$ cat src/rtl/tv80_busrq_arbiter.sv
// tv80_busrq_arbiter: lends the tv80s memory bus to one external master
// through the Z80 BUSRQ/BUSAK handshake. Bursts are capped at MAX_HOLD
// granted cycles and the CPU keeps the bus for CPU_SLOT cycles after each
// release before the next request is raised.
module tv80_busrq_arbiter #(
  parameter int MAX_HOLD = 16,
  parameter int CPU_SLOT = 4
) (
  input  logic        clk,
  input  logic        reset,
  output logic        cpu_busrq_n,
  input  logic        cpu_busak_n,
  input  logic [15:0] cpu_a,
  input  logic [7:0]  cpu_do,
  input  logic        cpu_mreq_n,
  input  logic        cpu_wr_n,
  input  logic        dma_req,
  output logic        dma_gnt,
  input  logic [15:0] dma_a,
  input  logic [7:0]  dma_do,
  input  logic        dma_we,
  output logic [15:0] mem_a,
  output logic [7:0]  mem_wdata,
  output logic        mem_we,
  output logic [15:0] grant_count
);

  localparam int HW = (MAX_HOLD > 1) ? $clog2(MAX_HOLD) : 1;
  localparam int CW = (CPU_SLOT > 0) ? $clog2(CPU_SLOT + 1) : 1;
  localparam logic [HW-1:0] HOLD_LAST = HW'(MAX_HOLD - 1);
  localparam logic [CW-1:0] COOL_LOAD = CW'(CPU_SLOT);

  typedef enum logic [1:0] {IDLE, REQ, GRANT, RELEASE} state_t;

  state_t          state_q, state_d;
  logic            busrq_n_q, busrq_n_d;
  logic            dma_gnt_q, dma_gnt_d;
  logic [HW-1:0]   hold_cnt_q, hold_cnt_d;
  logic [CW-1:0]   cool_cnt_q, cool_cnt_d;
  logic [15:0]     grant_count_q, grant_count_d;

  // Next-state logic: handshake sequencing, burst limit and CPU cool-down.
  always_comb begin
    state_d       = state_q;
    busrq_n_d     = busrq_n_q;
    dma_gnt_d     = dma_gnt_q;
    hold_cnt_d    = hold_cnt_q;
    cool_cnt_d    = cool_cnt_q;
    grant_count_d = grant_count_q;
    case (state_q)
      IDLE: begin
        if (cool_cnt_q != '0) cool_cnt_d = cool_cnt_q - CW'(1);
        if (dma_req && (cool_cnt_q == '0)) begin
          state_d   = REQ;
          busrq_n_d = 1'b0;
        end
      end
      REQ: begin
        // A withdrawn request wins over a simultaneous acknowledge.
        if (!dma_req) begin
          state_d   = RELEASE;
          busrq_n_d = 1'b1;
        end else if (!cpu_busak_n) begin
          state_d    = GRANT;
          dma_gnt_d  = 1'b1;
          hold_cnt_d = '0;
        end
      end
      GRANT: begin
        hold_cnt_d = hold_cnt_q + HW'(1);
        // Master done, burst cap reached, or CPU took the bus back early:
        // all collapse into one release and one counted grant.
        if (!dma_req || cpu_busak_n || (hold_cnt_q == HOLD_LAST)) begin
          state_d       = RELEASE;
          dma_gnt_d     = 1'b0;
          busrq_n_d     = 1'b1;
          hold_cnt_d    = '0;
          grant_count_d = grant_count_q + 16'd1;
        end
      end
      RELEASE: begin
        if (cpu_busak_n) begin
          state_d    = IDLE;
          cool_cnt_d = COOL_LOAD;
        end
      end
      default: state_d = IDLE;
    endcase
  end

  // Arbiter state and registered handshake outputs.
  always_ff @(posedge clk) begin
    if (reset) begin
      state_q       <= IDLE;
      busrq_n_q     <= 1'b1;
      dma_gnt_q     <= 1'b0;
      hold_cnt_q    <= '0;
      cool_cnt_q    <= '0;
      grant_count_q <= '0;
    end else begin
      state_q       <= state_d;
      busrq_n_q     <= busrq_n_d;
      dma_gnt_q     <= dma_gnt_d;
      hold_cnt_q    <= hold_cnt_d;
      cool_cnt_q    <= cool_cnt_d;
      grant_count_q <= grant_count_d;
    end
  end

  assign cpu_busrq_n = busrq_n_q;
  assign dma_gnt     = dma_gnt_q;
  assign grant_count = grant_count_q;

  // Memory-side mux: the external master's strobe only counts while granted.
  assign mem_a     = dma_gnt_q ? dma_a  : cpu_a;
  assign mem_wdata = dma_gnt_q ? dma_do : cpu_do;
  assign mem_we    = dma_gnt_q ? dma_we : (~cpu_wr_n & ~cpu_mreq_n);

endmodule

$ cat config.mk
export PLATFORM = sky130hd
export DESIGN_NAME = tv80_busrq_arbiter
export DESIGN_NICKNAME = d
export VERILOG_FILES = /design/src/rtl/tv80_busrq_arbiter.sv
export SDC_FILE = /design/constraint.sdc
export NUM_CORES = 1
export LEC_CHECK = 0
export CORE_UTILIZATION = 38
export CTS_CLUSTER_DIAMETER = 150
export DETAILED_ROUTE_END_ITERATION = 10
export HOLD_SLACK_MARGIN = 0.06
export MAX_ROUTING_LAYER = met4
export PLACE_DENSITY_LB_ADDON = 0.1
export SLEW_MARGIN = 20
export SYNTH_ARGS = -nofsm -noshare
export SYNTH_HDL_FRONTEND = slang
export SYNTH_SLANG_ARGS = --single-unit
export TNS_END_PERCENT = 50
$ cat constraint.sdc
create_clock -name clk -period 2 [get_ports clk]
set_clock_uncertainty 0.05 [all_clocks]
set_input_delay 0.2 -clock clk [delete_from_list [all_inputs] [get_ports clk]]
set_output_delay 0.2 -clock clk [all_outputs]
set_load 0.005 [all_outputs]
# Word level (Yosys, flattened, before mapping)
# Index checks and enable logic that the tools add are counted.
[word_totals]
register_bits = 27
inputBits = 55
out_inout_bits = 43
[classes]
add_sub_neg = 3
n_eq_ne = 12
muxes = 24
bitwise_logic = 3
n_reduce_logical = 16
[op_table]
columns = ["op", "n"]
rows = [
  ["adder 16 x 1 -> 16 bit (second input constant)", 1],
  ["two-way mux 16 bit", 1],
  ["inequality test 2 bit (second input constant)", 7],
  ["two-way mux 4 bit", 3],
  ["AND reduction 4 bit", 3],
  ["two-way mux 2 bit", 5],
  ["two-way mux 8 bit", 1],
  ["one-hot mux 2 bit (4 select lines)", 1],
  ["one-hot mux 4 bit (2 select lines)", 1],
  ["two-way mux 1 bit", 7],
  ["two-way mux 3 bit", 2],
  ["one-hot mux 3 bit (2 select lines)", 1],
  ["AND reduction 3 bit", 2],
  ["nonzero test 3 bit", 2],
  ["adder 4 x 1 -> 4 bit (second input constant)", 1],
  ["equality test 2 bit (second input constant)", 2],
  ["equality test 4 bit (second input constant)", 1],
  ["nonzero test 2 bit", 2],
  ["logical NOT 3 bit", 1],
  ["inequality test 3 bit (second input constant)", 1],
  ["one-hot mux 1 bit (3 select lines)", 1],
  ["subtractor 3 x 1 -> 3 bit (second input constant)", 1],
  ["equality test 2 x 1 -> 1 bit (second input constant)", 1],
  ["logical NOT 2 bit", 1],
  ["7 further kinds", 9],
]

# Longest topological paths before layout
[logic_depth]
ltp_word = 5
ltp_mapped = 6
mapped_depth_nobuf = 6

# Worst setup path before layout
# Ideal clock, no wire load.
[synth_timing]
path_kind = "reg2reg"
startpoint = "register hold_cnt_q[0]"
endpoint = "register grant_count_q[3] (netlist: grant_count[3])"
setup_time_ns = 0.071
arrival_ns = 1.588
required_time_ns = 1.879
slack_ns = 0.291
stages_incl_launch_ff = 7
n_path_buf = 1
period_less_slack_ns = 1.709
path_cell_list = "dfxtp_1 ha_1 and3_1 o2111ai_1 clkbuf_1 or3_2 a21oi_1"
[synth_between]
elab_chain_len = 3
[synth_lines]
columns = ["item", "line_no", "source"]
rows = [
  ["start, declared", "38", "logic [HW-1:0] hold_cnt_q, hold_cnt_d;"],
  ["start signal, assigned", "104", "hold_cnt_q <= hold_cnt_d;"],
  ["equality test 4 bit", "73", "if (!dma_req || cpu_busak_n || (hold_cnt_q == HOLD_LAST)) begin"],
  ["logical OR 1 bit", "73", ""],
  ["AND reduction 2 bit (no source line)", "n/a", ""],
  ["end signal, assigned", "106", "grant_count_q <= grant_count_d;"],
  ["end, declared", "40", "logic [15:0] grant_count_q, grant_count_d;"],
]
# No other way between the ends.
# A chain may end at the register's enable or synchronous reset.

# Worst setup path after layout
[layout_timing]
startpoint = "register dma_gnt_q (netlist: dma_gnt)"
endpoint = "output port mem_a[9]"
[layout_between]
elab_chain_len = 1
[layout_lines]
columns = ["item", "line_no", "source"]
rows = [
  ["start, declared", "37", "logic dma_gnt_q, dma_gnt_d;"],
  ["start signal, assigned", "103", "dma_gnt_q <= dma_gnt_d;"],
  ["two-way mux 16 bit", "115", "assign mem_a = dma_gnt_q ? dma_a : cpu_a;"],
  ["end, declared", "22", "output logic [15:0] mem_a,"],
]
# No other way between the ends.

==> flow_summary_export.csv <==
group,metric,value,unit
run_status,status,"complete, no violations",
timing,setup_violations,0,
floorplanning,initial_core_util,39.7,%
pwr,powerDensity,670,nW/µm²
floorplanning,fp.dieW,69.4,µm
yosys,ys.flop_type,"dfxtp_1",
pwr,ir_worst_vdd,0.000616,V
grt,antenna_found_initial,0,
placed_design,place_area,2790,µm²
setup_path,end_kind,"output port",
run,maxCapViolCount,0,
floorplanning,die_area,4820,µm²
cts,clk-insertion-delay-late,0.28,ns
floorplanning,num_io_pins,98,
detailed_routing,vias,1830,
yosys,synth_cells,196,
placed_design,numPortBuffers,97,
grt,grt_pass1_wl,8.46,mm
floorplanning,die_h,69.4,µm
detailed_routing,routedWlPerCell,14.6,µm
hold_path,hold_path_class,"reg2reg",
yosys,synth_edf_count,0,
layout,fin_nets,361,
detailed_routing,drt-total-wl,5.09,mm
detailed_routing,final_antenna_net_count,0,
yosys,synth_cell_types,40,
cts,tritoncts,"built",
timing,period_share,96.9,%
yosys,synthArstFlopShare,0,%
yosys,ys_seq_elements,27,
timing,hold_violations,0,
yosys,synth_warnings,0,
grt,grt_pass1_vias,1799,
layout,diodes,0,
timing,fmax,516,MHz
cts,root_buffer,"clkbuf_8",
floorplanning,core-area,4350,µm²
layout,drive_gt1_share,14.2,%
setup_path,cp_data_arrival_time,1.69,ns
timing,whs,0.430,ns
pwr,p_leak,0.993,nW
layout,syn2layout_area_growth,64.5,%
yosys,netlist_area,1730,µm²
timing,period_needed,1.94,ns
setup_path,worstSetupStartpoint,"dma_gnt",
cts,clk_pin_slew,0.10,ns
timing,fin_setup_tns,0,ns
hold_path,hp-start,"cool_cnt_q[1]",
cts,cts_htree_levels,1,
cts,cts_hold_buffers,0,
cts,clock-sinks,27,
setup_path,worst_r2r_startpoint,"state_q[0]",
grt,grt_max_degree,28,
cts,cts_buffers,3,
setup_path,start_kind,"flop",
floorplanning,num_rows,24,
timing,tightest_slew,0.341,ns
layout,fill_cells,384,
grt,overflow,0,
placed_design,place_hpwl,4.08,mm
timing,rsz0062_at_grt,"false",
yosys,syn_area_per_cell,8.82,µm²
detailed_routing,drtIter0Drc,49,
yosys,yosysSeqAreaShare,31.3,%
placed_design,place_congestion,0.765,
detailed_routing,firstDrtPassIters,4,
pwr,total_power,1.90,mW
detailed_routing,viasPerCell,5.26,
grt,gr-usage-all-layers,22.1,%
yosys,syn-num-nets,260,
detailed_routing,drc,0,
timing,drv_slew,0,
setup_path,crit_fanout,27,
setup_path,cp.required,1.75,ns
cts,clock_path_buffers,2,
setup_path,worst-setup-path-type,"reg2out",
layout,finalInstanceArea,2840,µm²
timing,slew-limit-headroom,77.0,%
-- cell type report --
cell class | instances | area [µm²] | share of cell area, %
Tap cell | 52 | 65.1 | 2.29
Inverter | 9 | 33.8 | 1.19
Sequential cell | 27 | 542 | 19.1
Clock buffer | 3 | 41.3 | 1.45
Multi-Input combinational cell | 152 | 1120 | 39.3
Clock inverter | 1 | 7.51 | 0.264
Timing Repair Buffer | 104 | 1040 | 36.4
-- cell usage after synthesis, types with 4 or more instances --
cell type	instances	area [µm²]
nand3_1	7	35.0
or3_1	4	25.0
clkbuf_1	5	18.8
a21oi_1	18	90.1
o31ai_1	8	60.1
nand2_1	10	37.5
dfxtp_1	27	541
ha_1	9	113
or4_1	7	52.6
mux2_2	24	270
nand2b_1	5	31.3
nor2_1	7	26.3
o21ai_0	11	55.1
inv_1	9	33.8
-- timing repair --
item | CTS | global route
buffers inserted | 0 | 0
setup endpoints to repair | 0 | 3
gates resized for setup | 0 | 2
endpoints found under the hold margin | 0 | 0
-- stage by stage --
step / worst slack (ns) / std cells / util [%]
2_1_floorplan: 0.291 / 196 / -
3_3_place_gp: 0.104 / 344 / 64.1
3_5_place_dp: 0.0581 / 344 / 64.1
4_1_cts: 0.0546 / 348 / 65.2
5_1_grt: 0.00336 / 348 / 65.3
6_report: 0.0623 / 348 / 65.3
-- report_power, final --
| group | internal [mW] | leakage (nW) | total [mW] | switching, mW |
|---|---|---|---|---|
| clock network | 0.142 | 0.0217 | 0.324 | 0.182 |
| logic | 0.522 | 0.752 | 0.909 | 0.387 |
| registers | 0.609 | 0.219 | 0.672 | 0.0634 |
-- path summary, 6_finish.rpt --
| path | endpoint | slack, ns | cells past startpoint |
|---|---|---|---|
| worst min-delay path | cool_cnt_q[1] | 0.43 | 2 |
| worst max-delay path | mem_a[9] | 0.06 | 3 |
| worst min register to register | cool_cnt_q[1] | 0.43 | 2 |
| worst max register to register | grant_count[13] | 0.15 | 6 |
-- flip-flops by register name, summed over array words and instances, names as in the netlist --
| name | cells |
|---|---|
| cool_cnt_q | 3 |
| cpu_busrq_n | 1 |
| dma_gnt | 1 |
| grant_count | 16 |
| hold_cnt_q | 4 |
| state_q | 2 |
-- layout by cell type (no fill, tap or decap), drive strengths merged, types with 3 or more instances in the layout --
cell,instances
or4,7
dfxtp,27
inv,9
mux2i,3
or3,7
buf,7
a21oi,18
and3,3
nand2,10
o21ai,11
xnor2,3
mux2,24
nand4,3
and2,4
clkdlybuf4s50,97
nor3,3
nand3,7
o31ai,8
ha,9
clkbuf,3
nand2b,5
nor2,7
-- cell families after synthesis --
kind of cell | synth area share (%)
AOI/OAI and AO/OA | 17.6
xor gates and xnor gates | 2.53
adders and majority gates | 6.52
buffers and inverters | 4.20
DFF | 31.3
muxes | 17.4
and+or+nand+nor | 20.5
-- critical path, cell delays in order, from the launching register on --
cell and delay (ns):
dfxtp_1 0.39, buf_12 0.19, mux2_2 0.34, clkdlybuf4s50_1 0.48
-- layer usage --
layer,global-route usage (%),wire [µm],vias to the layer above
li1,-,-,929
met1,25.2,2190,834
met2,40.2,2550,60
met3,2.62,257,7
met4,6.58,83,0
met5,-,0,-
(Power assumes the default switching activity.)
==> variant: new RTL, same flow settings <==
The parameter `CPU_SLOT` goes from 4 to 2.
--- a/src/rtl/tv80_busrq_arbiter.sv
+++ b/src/rtl/tv80_busrq_arbiter.sv
@@ -4,7 +4,7 @@
 // release before the next request is raised.
 module tv80_busrq_arbiter #(
   parameter int MAX_HOLD = 16,
-  parameter int CPU_SLOT = 4
+  parameter int CPU_SLOT = 2
 ) (
   input  logic        clk,
   input  logic        reset,
Formal check against the unedited RTL: not equivalent (a bounded check fails within 10 cycles, from zero or initial values and one cycle with reset high).
==> variant against the original RTL <==
- wire length down 4.9%
- largest cell class unchanged
- synthesized cell count down 6.1%
- core utilization up 1.9 points
- worst setup slack better by 0.039 ns
- cell area down 2.0%
- synthesized area down 2.4%
- critical endpoint is now mem_we
- total power up 3.9%
- global-route usage down 1.8 points
- largest power group unchanged
- sequential cell count down 1
- via count down 9.1%
==> variant: results <==
group,metric,value,unit
status,outcome,"finished clean",
clock_network,clockBufferDepth,2,
placed_design,dp_hpwl,3848,µm
synth,synthArstFlopShare,0,%
synth,synth_nets,247,
grt,grt.total_usage,20.32,%
min_path,hp-start,"grant_count[15]$_SDFFE_PP0P_",
cells_and_area,antenna_cells,0,
route,viasPerCell,5.012,
placed_design,io_buffers,97,
min_path,holdCritPathClass,"flip-flop to flip-flop",
route,wirelength,4835,µm
power,leakage,0.0009994,µW
sta,worstMarginPinSlew,0.3473,ns
power,ir_drop,0.0006132,V
setup_path,worstPathArrival,1.65,ns
setup_path,crit_start,"dma_gnt$_SDFFE_PP0P_",
clock_network,cts-buffers-inserted,3,
power,swShare,30.54,%
synth,synth_area_leaders,"dfxtp_1 31%, mux2_2 16%, ha_1 5.9%, a21oi_1 4.5%, o31ai_1 3.1%",
placed_design,gp_congestion,0.8266,
grt,grt_pass1_vias,1467,
setup_path,worstPathMaxFanout,13,
clock_network,clkTransAtPathRegs,0.10,ns
synth,synth_common_cells,"26 x dfxtp_1, 24 x mux2_2, 15 x a21oi_1",
synth,ys_warn_count,0,
cells_and_area,layout-drive-gt1-share,15.96,%
grt,grt_max_degree,16,
synth,ys_seq_area_share,30.86,%
route,drt_iter0_drc,69,
cells_and_area,fin_nets,346,
synth,synthDistinctLibCells,48,
grt,grt_pass1_wl,6962,µm
setup_path,r2r-start,"state_q[0]$_SDFFE_PP0P_",
cells_and_area,fillerInstances,357,
-- variant: power groups by stage --
stage	Clock [µW]	Combinational (µW)	Sequential, µW
final	444	910	626
after global routing	484	1020	640
after CTS	457	902	626
after detailed placement	0	896	637
after global placement	0	882	637
after floorplan	0	516	632
-- variant: final cells by class --
type	instances	area, µm²	area share, %
clock buffer	3	41.29	1.482
clock inverter	1	30.03	1.078
sequential	26	520.5	18.69
timing repair buffer	104	1027	36.88
tap	50	62.56	2.246
multi-input combinational	141	1077	38.68
inverter	7	26.28	0.9434
-- variant: critical path: stages (launching register included) --
cell             delay [ns]
dfxtp_1                0.33
buf_4                  0.18
o31ai_1                0.30
clkdlybuf4s50_1        0.56
-- variant: logic make-up after synthesis --
family / after synthesis / share of synthesized area (%)
AND/OR/NAND/NOR: 55 / 18.84
AO/OA/AOI/OAI: 45 / 17.80
multiplexers: 26 / 17.21
flip-flops: 26 / 30.86
buffers and inverters: 17 / 5.711
adder cells (fa/ha/maj): 8 / 5.935
XOR/XNOR: 7 / 3.635
-- variant: path summary, 6_finish.rpt --
kind,to,cells after the start,slack [ns]
setup reg to reg,grant_count[13]$_SDFFE_PP0P_,6,0.16
hold / removal,grant_count[15]$_SDFFE_PP0P_,2,0.45
setup / recovery,mem_we,3,0.10
hold reg to reg,grant_count[15]$_SDFFE_PP0P_,2,0.45
-- variant: stage by stage --
stage / util, % / std cells / total power [µW] / setup slack (ns) / cell area (µm²)
detailed placement: 65.22 / 328 / 1534 / 0.03308 / 2703
floorplan: - / 184 / 1148 / 0.2778 / 1687
global route: 67.21 / 332 / 2142 / 0.02638 / 2785
global placement: 65.22 / 328 / 1518 / 0.06247 / 2703
finish: 67.21 / 332 / 1979 / 0.1011 / 2785
CTS: 66.94 / 332 / 1986 / 0.04780 / 2774
-- variant: timing repair --
item,4_1_cts,5_1_grt
resized for setup,0,3
setup endpoints to repair,0,3
buffers inserted,0,0
hold buffers,0,0
-- variant: per-layer routing --
metal / global-route usage, % / vias to the layer above / routed length, µm
met3: 3.454 / 2 / 99
met1: 26.12 / 764 / 2192
li1: - / 872 / -
met2: 33.09 / 26 / 2519
met5: - / - / 0
met4: 4.688 / 0 / 24
